File: src/rtl/alu_seq.sv
// alu_seq: clocked ALU with a valid/ready operand port, a registered result stage with backpressure,
// and an iterative radix-2 Booth signed multiplier.
// Ports: clk, rst_n (async, active-low); IN_A/IN_B/OPCODE/IN_VALID -> IN_READY;
//        OUT_VALID/OUT_ALU/OUT_ALU_HI/COUT <- OUT_READY.
// Optional ALU_SEQ_PARITY_EN adds IN_PAR (even parity of {OPCODE,IN_B,IN_A}), OUT_PAR and OUT_ERR.
module alu_seq #(
  parameter int WIDTH = 16,
  parameter int CNTW  = $clog2(WIDTH) + 1
) (
  input  logic             clk,
  input  logic             rst_n,
  input  logic [WIDTH-1:0] IN_A,
  input  logic [WIDTH-1:0] IN_B,
  input  logic [2:0]       OPCODE,
  input  logic             IN_VALID,
  output logic             IN_READY,
  output logic             OUT_VALID,
  input  logic             OUT_READY,
  output logic [WIDTH-1:0] OUT_ALU,
  output logic [WIDTH-1:0] OUT_ALU_HI,
  output logic             COUT
`ifdef ALU_SEQ_PARITY_EN
  ,
  input  logic             IN_PAR,
  output logic             OUT_PAR,
  output logic             OUT_ERR
`endif
);
  typedef enum logic {IDLE, MUL_RUN} state_t;
  localparam logic [2:0] OP_ADD = 3'd0, OP_SUB = 3'd1, OP_MUL = 3'd2, OP_NOT = 3'd3;
  localparam logic [2:0] OP_SHL = 3'd4, OP_SHR = 3'd5, OP_AND = 3'd6, OP_OR = 3'd7;
  localparam logic [WIDTH:0] WLIM = (WIDTH+1)'(WIDTH);
  state_t state_q, state_d;
  logic [CNTW-1:0] cnt_q, cnt_d;
  // Accumulator carries one extra bit so subtracting the most negative multiplicand cannot overflow.
  logic [WIDTH:0] acc_q, acc_d, acc_n, booth_sum, m_ext;
  logic [WIDTH-1:0] q_q, q_d, q_n, m_q, m_d;
  logic qm1_q, qm1_d;
  logic valid_q, valid_d, cout_q, cout_d;
  logic [WIDTH-1:0] alu_q, alu_d, hi_q, hi_d, res;
  logic [WIDTH:0] add_s, sub_s;
  logic res_c, accept, is_mul, par_ok, wr_op, wr_mul;
  assign IN_READY   = (state_q == IDLE) && (!valid_q || OUT_READY);
  assign accept     = IN_VALID && IN_READY;
  assign is_mul     = OPCODE == OP_MUL;
`ifdef ALU_SEQ_PARITY_EN
  assign par_ok     = (^{OPCODE, IN_B, IN_A}) == IN_PAR;
`else
  assign par_ok     = 1'b1;
`endif
  // A parity-failed multiply is reported through the single-cycle path.
  assign wr_op      = accept && (!is_mul || !par_ok);
  assign wr_mul     = (state_q == MUL_RUN) && (cnt_q == CNTW'(1));
  assign add_s      = {1'b0, IN_A} + {1'b0, IN_B};
  assign sub_s      = {1'b0, IN_A} + {1'b0, ~IN_B} + (WIDTH+1)'(1);
  assign m_ext      = {m_q[WIDTH-1], m_q};
  assign booth_sum  = (q_q[0] && !qm1_q) ? acc_q - m_ext : (!q_q[0] && qm1_q) ? acc_q + m_ext : acc_q;
  assign acc_n      = {booth_sum[WIDTH], booth_sum[WIDTH:1]};
  assign q_n        = {booth_sum[0], q_q[WIDTH-1:1]};
  assign OUT_VALID  = valid_q;
  assign OUT_ALU    = alu_q;
  assign OUT_ALU_HI = hi_q;
  assign COUT       = cout_q;
  always_comb begin
    res   = '0;
    res_c = 1'b0;
    case (OPCODE)
      OP_ADD: {res_c, res} = add_s;
      OP_SUB: {res_c, res} = sub_s;
      OP_NOT: res = ~IN_A;
      OP_SHL: res = ({1'b0, IN_B} >= WLIM) ? '0 : IN_A << IN_B;
      OP_SHR: res = ({1'b0, IN_B} >= WLIM) ? '0 : IN_A >> IN_B;
      OP_AND: res = IN_A & IN_B;
      OP_OR:  res = IN_A | IN_B;
      default: res = '0;
    endcase
  end
  always_comb begin
    state_d = state_q;
    cnt_d   = cnt_q;
    acc_d   = acc_q;
    q_d     = q_q;
    qm1_d   = qm1_q;
    m_d     = m_q;
    valid_d = (valid_q && OUT_READY) ? 1'b0 : valid_q;
    alu_d   = alu_q;
    hi_d    = hi_q;
    cout_d  = cout_q;
    if (state_q == MUL_RUN) begin
      acc_d = acc_n;
      q_d   = q_n;
      qm1_d = q_q[0];
      cnt_d = cnt_q - CNTW'(1);
      if (wr_mul) begin
        state_d       = IDLE;
        valid_d       = 1'b1;
        {hi_d, alu_d} = {acc_n[WIDTH-1:0], q_n};
        cout_d        = 1'b0;
      end
    end else if (accept && is_mul && par_ok) begin
      state_d = MUL_RUN;
      cnt_d   = CNTW'(WIDTH);
      acc_d   = '0;
      q_d     = IN_A;
      qm1_d   = 1'b0;
      m_d     = IN_B;
    end else if (wr_op) begin
      valid_d = 1'b1;
      alu_d   = par_ok ? res : '0;
      hi_d    = '0;
      cout_d  = par_ok && res_c;
    end
  end
  always_ff @(posedge clk or negedge rst_n) begin
    if (!rst_n) begin
      state_q <= IDLE;
      cnt_q   <= '0;
      acc_q   <= '0;
      q_q     <= '0;
      qm1_q   <= 1'b0;
      m_q     <= '0;
      valid_q <= 1'b0;
      alu_q   <= '0;
      hi_q    <= '0;
      cout_q  <= 1'b0;
    end else begin
      state_q <= state_d;
      cnt_q   <= cnt_d;
      acc_q   <= acc_d;
      q_q     <= q_d;
      qm1_q   <= qm1_d;
      m_q     <= m_d;
      valid_q <= valid_d;
      alu_q   <= alu_d;
      hi_q    <= hi_d;
      cout_q  <= cout_d;
    end
  end
`ifdef ALU_SEQ_PARITY_EN
  logic err_q, err_d, par_q, par_d;
  assign OUT_ERR = err_q;
  assign OUT_PAR = par_q;
  always_comb begin
    err_d = wr_op ? !par_ok : wr_mul ? 1'b0 : err_q;
    par_d = ^{err_d, cout_d, hi_d, alu_d};
  end
  always_ff @(posedge clk or negedge rst_n) begin
    if (!rst_n) begin
      err_q <= 1'b0;
      par_q <= 1'b0;
    end else begin
      err_q <= err_d;
      par_q <= par_d;
    end
  end
`endif
endmodule

File: config.mk
export PLATFORM = sky130hd
export DESIGN_NAME = alu_seq
export DESIGN_NICKNAME = d
export VERILOG_FILES = /design/src/rtl/alu_seq.sv
export SDC_FILE = /design/constraint.sdc
export NUM_CORES = 1
export LEC_CHECK = 0
export ABC_CLOCK_PERIOD_IN_PS = 3520
export BUFFER_PORTS_ARGS = -buffer_cell sky130_fd_sc_hd__buf_2
export CAP_MARGIN = 20
export CORE_MARGIN = 3
export CORE_UTILIZATION = 45
export DETAILED_ROUTE_END_ITERATION = 16
export PLACE_DENSITY_LB_ADDON = 0.3
export SETUP_SLACK_MARGIN = 0.4
export SLEW_MARGIN = 20
export SYNTH_ARGS = -nofsm -noshare
export SYNTH_HDL_FRONTEND = slang
export SYNTH_SLANG_ARGS = --single-unit
File: constraint.sdc
create_clock -name clk -period 3.52 [get_ports clk]
set_clock_uncertainty 0.1 [all_clocks]
set_input_delay 0.528 -clock clk [delete_from_list [all_inputs] [get_ports clk]]
set_output_delay 0.528 -clock clk [all_outputs]
set_load 0.005 [all_outputs]
==> results of run 1 <==
## cells by family after synthesis
group	Yosys count
mux	47
simple gates	386
flops	89
compound gates	449
buf+inv	178
xor+xnor	7
fa+ha+maj	86
## how the worst max path moves through the flow
stage | startpoint | to
floorplan | IN_B[1] | OUT_ALU[11]
global placement | acc_q[0] | OUT_ALU_HI[9]
detailed placement | IN_A[0] | COUT
CTS | acc_q[0] | acc_q[9]
global route | acc_q[2] | OUT_ALU_HI[14]
finish | acc_q[0] | acc_q[9]
## cells in the mapped netlist, types with 17 or more instances
library cell / number / area share (%)
a221oi_1: 17 / 1.6
clkbuf_1: 65 / 2.6
a211oi_1: 22 / 1.7
o211ai_1: 24 / 1.9
nor3_1: 35 / 1.8
dfrtp_1: 89 / 23
mux2i_1: 21 / 2.2
inv_1: 85 / 3.3
nand2_1: 170 / 6.7
a22oi_1: 23 / 1.8
a221o_1: 20 / 2.1
nor2_1: 73 / 2.9
a21oi_1: 68 / 3.6
o21ai_0: 139 / 7.3
ha_1: 82 / 11
a31oi_1: 20 / 1.3
nand3_1: 23 / 1.2
## layout make-up
cell class	instances	area, µm²
fill	1996	9921
multi-input combinational	975	6616
sequential	89	2230
timing repair buffer	124	767.0
tap	270	337.8
inverter	85	319.1
clock buffer	10	239.0
clock inverter	6	65.06
## registers in the layout, summed over array words and instances (netlist names)
name,count
OUT_ALU,16
OUT_ALU_HI,16
OUT_VALID,1
m_q,16
COUT,1
state_q,1
cnt_q,5
acc_q,16
q_q,16
qm1_q,1
## worst max-delay path: stages (launching register included)
cell and delay (ns):
dfrtp_1 0.39, ha_1 0.18, inv_1 0.07, fa_1 0.44
nor2_1 0.12, o311ai_1 0.13, a211o_1 0.37, a211oi_1 0.26
xnor2_1 0.13, a2111oi_2 0.53, o21ai_0 0.14
## report_power, final
group	internal, mW	switching, mW
sequential	1.49	0.461
clock	0.572	0.440
combinational	1.72	2.78
## metrics by stage
step | util [%] | cells
after floorplan | - | 1242
after global placement | 50.03 | 1543
after detailed placement | 50.03 | 1543
after CTS | 51.52 | 1559
after global routing | 51.59 | 1559
final | 51.59 | 1559
## layer usage
metal,up-vias,global-route usage (%),share of wire [%]
li1,4642,-,-
met1,4851,41.82,42
met2,585,45.32,44
met3,102,6.187,9.8
met4,0,12.40,4.3
met5,-,0,0
==> run_results.csv, run 1 <==
group,metric,value,unit
layout,syn2layout_area_growth,10.93,%
setup_path,cp_max_fo,4,
cts,cts_buffer_depth,2,
die,coreArea,0.02049,mm²
placement,place_ws,0.3690,ns
layout,final_nets,1409,
die,die_h,151.5,µm
synthesis,synth_fa_ha_area_share,11.60,%
flow_run,timing.max_cap.violations,0,
sta,rsz0062_at_grt,"no",
setup_path,rr_endpoint,"acc_q[9]",
sta,fin_crit_sh,84.70,%
route,firstDrtPassIters,8,
setup_path,r2r_cells,10,
route,drt_wl_total,34660,µm
sta,max_slew_margin,48.33,%
cts,cts_inserted_buffers,9,
synthesis,synth_top_family_by_area,"compound AO/OA/AOI/OAI gates",
synthesis,synth-edff-count,0,
pwr,ir_drop,0.0003086,V
synthesis,syn_inst,1242,
global_routing,grt_usage,30.01,%
synthesis,ys_seq_area_share,23.37,%
route,wl_per_cell,22.23,µm
sta,max_slew.worst_pin.slew,0.7751,ns
synthesis,synth_cell_types,80,
synthesis,synth-simple-area-share,18.92,%
setup_path,worstPathRequired,3.64,ns
setup_path,crit_type,"flip-flop to flip-flop",
synthesis,synth_seq_cells,89,
pwr,fin_total_pwr,7.465,mW
sta,setup_ws,0.5386,ns
synthesis,synth-main-ff-cell,"dfrtp_1",
die,core.rowCount,52,
global_routing,grt_pass1_wl,54080,µm
route,vias,10180,
route,drcViolationCount,0,
layout,n_antenna_cell,0,
synthesis,ys_warn_count,0,
sta,setup_tns,0,ns
cts,insertion_delay,0.35,ns
die,die_w,151.5,µm
setup_path,cp-end-kind,"flip-flop",
hold_path,worstHoldPathType,"input pin to async pin",
route,vias_per_cell,6.530,
placement,dp_hpwl,25970,µm
sta,timing.final.crit_period,2.981,ns
layout,finalInstanceArea,0.01057,mm²
pwr,p_leak,4.749,nW
synthesis,synth_nets,1367,
layout,final_common_cell,"nand2_1",
cts,ctsResizeCount,1,
route,ant_nets,0,
synthesis,synth_area_per_cell,7.674,µm²
placement,globalplace.congestion,1.060,
global_routing,grt_pass1_vias,9443,
sta,finalHoldViolCount,0,
placement,placed_cell_area,0.01025,mm²
die,io_pins,74,
synthesis,synth-xor-area-share,0.6432,%
placement,portBuffers,73,
layout,layout_common_cells,"nand2_1 (170), o21ai_0 (138), dfrtp_1 (87), inv_1 (85), ha_1 (82)",
synthesis,synth_area,0.009532,mm²
sta,finalHoldWorstSlack,0.09031,ns
global_routing,grt_max_degree,83,
sta,clock.fmax,335.4,MHz
setup_path,rr_startpoint,"acc_q[0]",
cts,postCtsSetupRepairBufs,0,
route,drt_iter0_drc,1344,
die,initial_core_util,46.51,%
sta,slew_viol_final,0,
die,die_area,0.02296,mm²
global_routing,antenna_found_initial,0,
cts,numClockSinks,89,
synthesis,muxShareOfSynthArea,6.695,%
setup_path,startpoint_type,"flip-flop",
run_status,status,"finished clean",
cts,clk_pin_slew_worst_paths,0.07,ns
cts,root_buffer,"clkbuf_16",
layout,drive_above_1_share,14.90,%
pwr,power_density,706.0,mW/mm²
setup_path,critPathArrivalTime,3.10,ns
cts,cts_tree,"built",
cts,htree_levels,3,
setup_path,reg2reg_slack,0.54,ns
global_routing,grt_overflow,0,
synthesis,synthArstFlopShare,100.0,%
synthesis,synth_compound_area_share,31.29,%
sta,setup_viol,0,
cts,ctsHoldBuffers,0,
No activity file was read; power rests on OpenSTA's default activity.
==> run 2, diff against run 1 <==
ABC_AREA = 1   (was not set)
ABC_CLOCK_PERIOD_IN_PS = 2800   (was 3520)
clock period = 2.8 ns   (was 3.52 ns; I/O delays follow)
==> run_results.csv, run 2 <==
group,metric,value,unit
die,initial_core_util,45.93,%
layout,syn2layout_area_growth,22.13,%
layout,fillCellCount,1975,
synthesis,synth_area_leaders,"dfrtp_1 (24%), nand2_1 (14%), ha_1 (11%)",
setup_path,cp-end-kind,"flip-flop",
synthesis,synth-edff-count,0,
route,firstDrtPassIters,6,
route,wl_per_cell,18.90,µm
global_routing,antenna_found_initial,1,
sta,timing.final.crit_period,2.355,ns
placement,globalplace.congestion,1.069,
route,drcViolationCount,0,
pwr,ir_drop,0.0004070,V
cts,cts_inserted_buffers,9,
setup_path,rr_startpoint,"acc_q[12]",
hold_path,min-delay-start,"IN_B[13]",
global_routing,grt_pass1_vias,9935,
setup_path,reg2reg_slack,0.44,ns
flow_run,timing.max_cap.violations,0,
cts,cts_tree,"built",
pwr,power_density,927.1,mW/mm²
setup_path,crit_slowest_cell,"dfrtp_1",
sta,max_slew.worst_pin.slew,0.5618,ns
synthesis,synth_seq_cells,89,
route,drt_iter0_drc,948,
synthesis,synth_common_cells,"nand2_1 (360), inv_1 (160), nand3_1 (138)",
synthesis,synth_area,0.009324,mm²
die,io_pins,74,
cts,root_buffer,"clkbuf_16",
layout,final_common_cell,"nand2_1",
cts,cts_buffer_depth,2,
cts,numClockSinks,89,
global_routing,grt_overflow,0,
die,die_h,149.9,µm
hold_path,holdPathEnd,"m_q[13]",
sta,setup_tns,0,ns
sta,clock.fmax,424.6,MHz
setup_path,critPathArrivalTime,2.49,ns
global_routing,grt_usage,30.84,%
run_status,status,"finished clean",
synthesis,synth_cell_types,54,
setup_path,crit_chain,"ha_1 -> buf_4 -> nor4_1 -> a21oi_1 -> nand3_1 -> nand2_1 -> o211ai_1 -> buf_4 -> o21ai_1",
synthesis,synth_top_area_cell,"dfrtp_1",
global_routing,grt_pass1_wl,54190,µm
synthesis,synth-main-ff-cell,"dfrtp_1",
sta,setup_viol,0,
die,core.rowCount,52,
layout,n_antenna_cell,0,
hold_path,holdPathStages,3,
cts,htree_levels,3,
setup_path,worstPathRequired,2.93,ns
setup_path,crit_type,"flip-flop to flip-flop",
sta,fin_crit_sh,84.12,%
setup_path,startpoint_type,"flip-flop",
sta,slew_viol_final,0,
synthesis,synthArstFlopShare,100.0,%
synthesis,synth_area_per_cell,6.529,µm²
setup_path,r2r_cells,9,
setup_path,crit_top_cell,"buf_4",
synthesis,ys_seq_area_share,23.89,%
setup_path,rr_endpoint,"OUT_ALU_HI[14]",
die,die_area,0.02248,mm²
layout,layout_common_cells,"nand2_1 (358), inv_1 (151), nand3_1 (132), buf_4 (123), a21oi_1 (109)",
sta,finalHoldViolCount,0,
layout,drive_above_1_share,21.09,%
setup_path,cpLargestDelayFamily,"simple AND/OR/NAND/NOR gates",
cts,clk_pin_slew_worst_paths,0.07,ns
synthesis,syn_inst,1428,
die,die_w,149.9,µm
route,vias_per_cell,5.749,
setup_path,cp_max_fo,7,
placement,dp_hpwl,27590,µm
pwr,p_leak,5.700,nW
setup_path,cpPeakStageDelay,0.44,ns
layout,final_nets,1699,
sta,rsz0062_at_grt,"yes",
route,ant_nets,0,
die,coreArea,0.02030,mm²
synthesis,yosysMostFrequentCell,"nand2_1",
route,drt_wl_total,34950,µm
synthesis,synth_nets,1553,
cts,insertion_delay,0.35,ns
synthesis,yosys.area.top_type_share,23.89,%
sta,max_slew_margin,62.15,%
layout,post-route-util,56.10,%
global_routing,grt_max_degree,55,
hold_path,worstHoldPathType,"input pin to flip-flop",
route,vias,10630,
synthesis,ys_warn_count,0,
pwr,fin_total_pwr,10.56,mW
setup_path,critPathBufInv,2,
placement,portBuffers,73,
## run 2: area by class of cell
type	count	area, µm²	area share [%]
tap	270	337.8	2.967
inverter	172	659.4	5.791
timing repair buffer	198	1355	11.90
sequential	89	2231	19.59
clock inverter	7	52.55	0.4615
clock buffer	9	225.2	1.978
multi-input combinational	1104	6526	57.31
## run 2: worst max path at each step
stage	from	endpoint	slack (ns)	depth (start not counted)
global route	IN_B[10]	COUT	0.28	17
CTS	acc_q[5]	OUT_ALU_HI[13]	0.39	10
floorplan	IN_B[2]	OUT_ALU[11]	0.42	20
finish	acc_q[12]	OUT_ALU_HI[14]	0.44	9
global placement	IN_B[11]	COUT	0.06	15
detailed placement	IN_A[0]	OUT_ALU[4]	0.04	13
## run 2: stage by stage
step / area, µm² / setup slack [ns] / std cells / hold slack, ns
2_1_floorplan: 9326 / 0.4232 / 1428 / 0.02441
3_3_place_gp: 10530 / 0.05508 / 1810 / 0.3081
3_5_place_dp: 10530 / 0.03775 / 1810 / 0.3115
4_1_cts: 10930 / 0.3919 / 1830 / 0.2996
5_1_grt: 11390 / 0.2787 / 1849 / 0.3366
6_report: 11390 / 0.4446 / 1849 / 0.2974
## run 2: cell families (layout without fill, tap and decap cells)
family | after synthesis | count (layout) | share of synthesized area [%]
simple gates | 664 | 664 | 31.19
compound gates | 340 | 340 | 21.54
buf+inv | 235 | 386 | 10.21
flops | 89 | 89 | 23.89
fa+ha+maj | 86 | 86 | 11.86
xor+xnor | 14 | 14 | 1.315
## run 2: worst reg2reg max path: cells and delay by family (launching register included)
| family | cells | cell delay, ns |
|---|---|---|
| AO/OA/AOI/OAI | 3 | 0.43 |
| adder cells (fa/ha/maj) | 1 | 0.34 |
| buffers and inverters | 2 | 0.33 |
| flip-flops | 1 | 0.44 |
| AND/OR/NAND/NOR | 3 | 0.60 |
## run 2: report_power, final
part           switching [mW]  total [mW]  internal, mW
logic                    4.21        6.99          2.77
registers               0.522        2.41          1.89
clock network           0.547        1.15         0.608
total                    5.28        10.6          5.27
## run 2: per-layer routing
metal | share of wire (%) | global-route usage, %
met4 | 4.9 | 15.05
met3 | 9.9 | 6.420
met1 | 42 | 42.02
met5 | 0.031 | 0
met2 | 43 | 46.43
## run 2: what timing repair did
action / in CTS / in global routing
hold buffers: 1 / 0
pin swaps: 6 / 20
gates resized for setup: 27 / 84
buffers inserted: 3 / 19
hold endpoints to repair: 35 / 0
endpoints found under the setup margin: 14 / 49
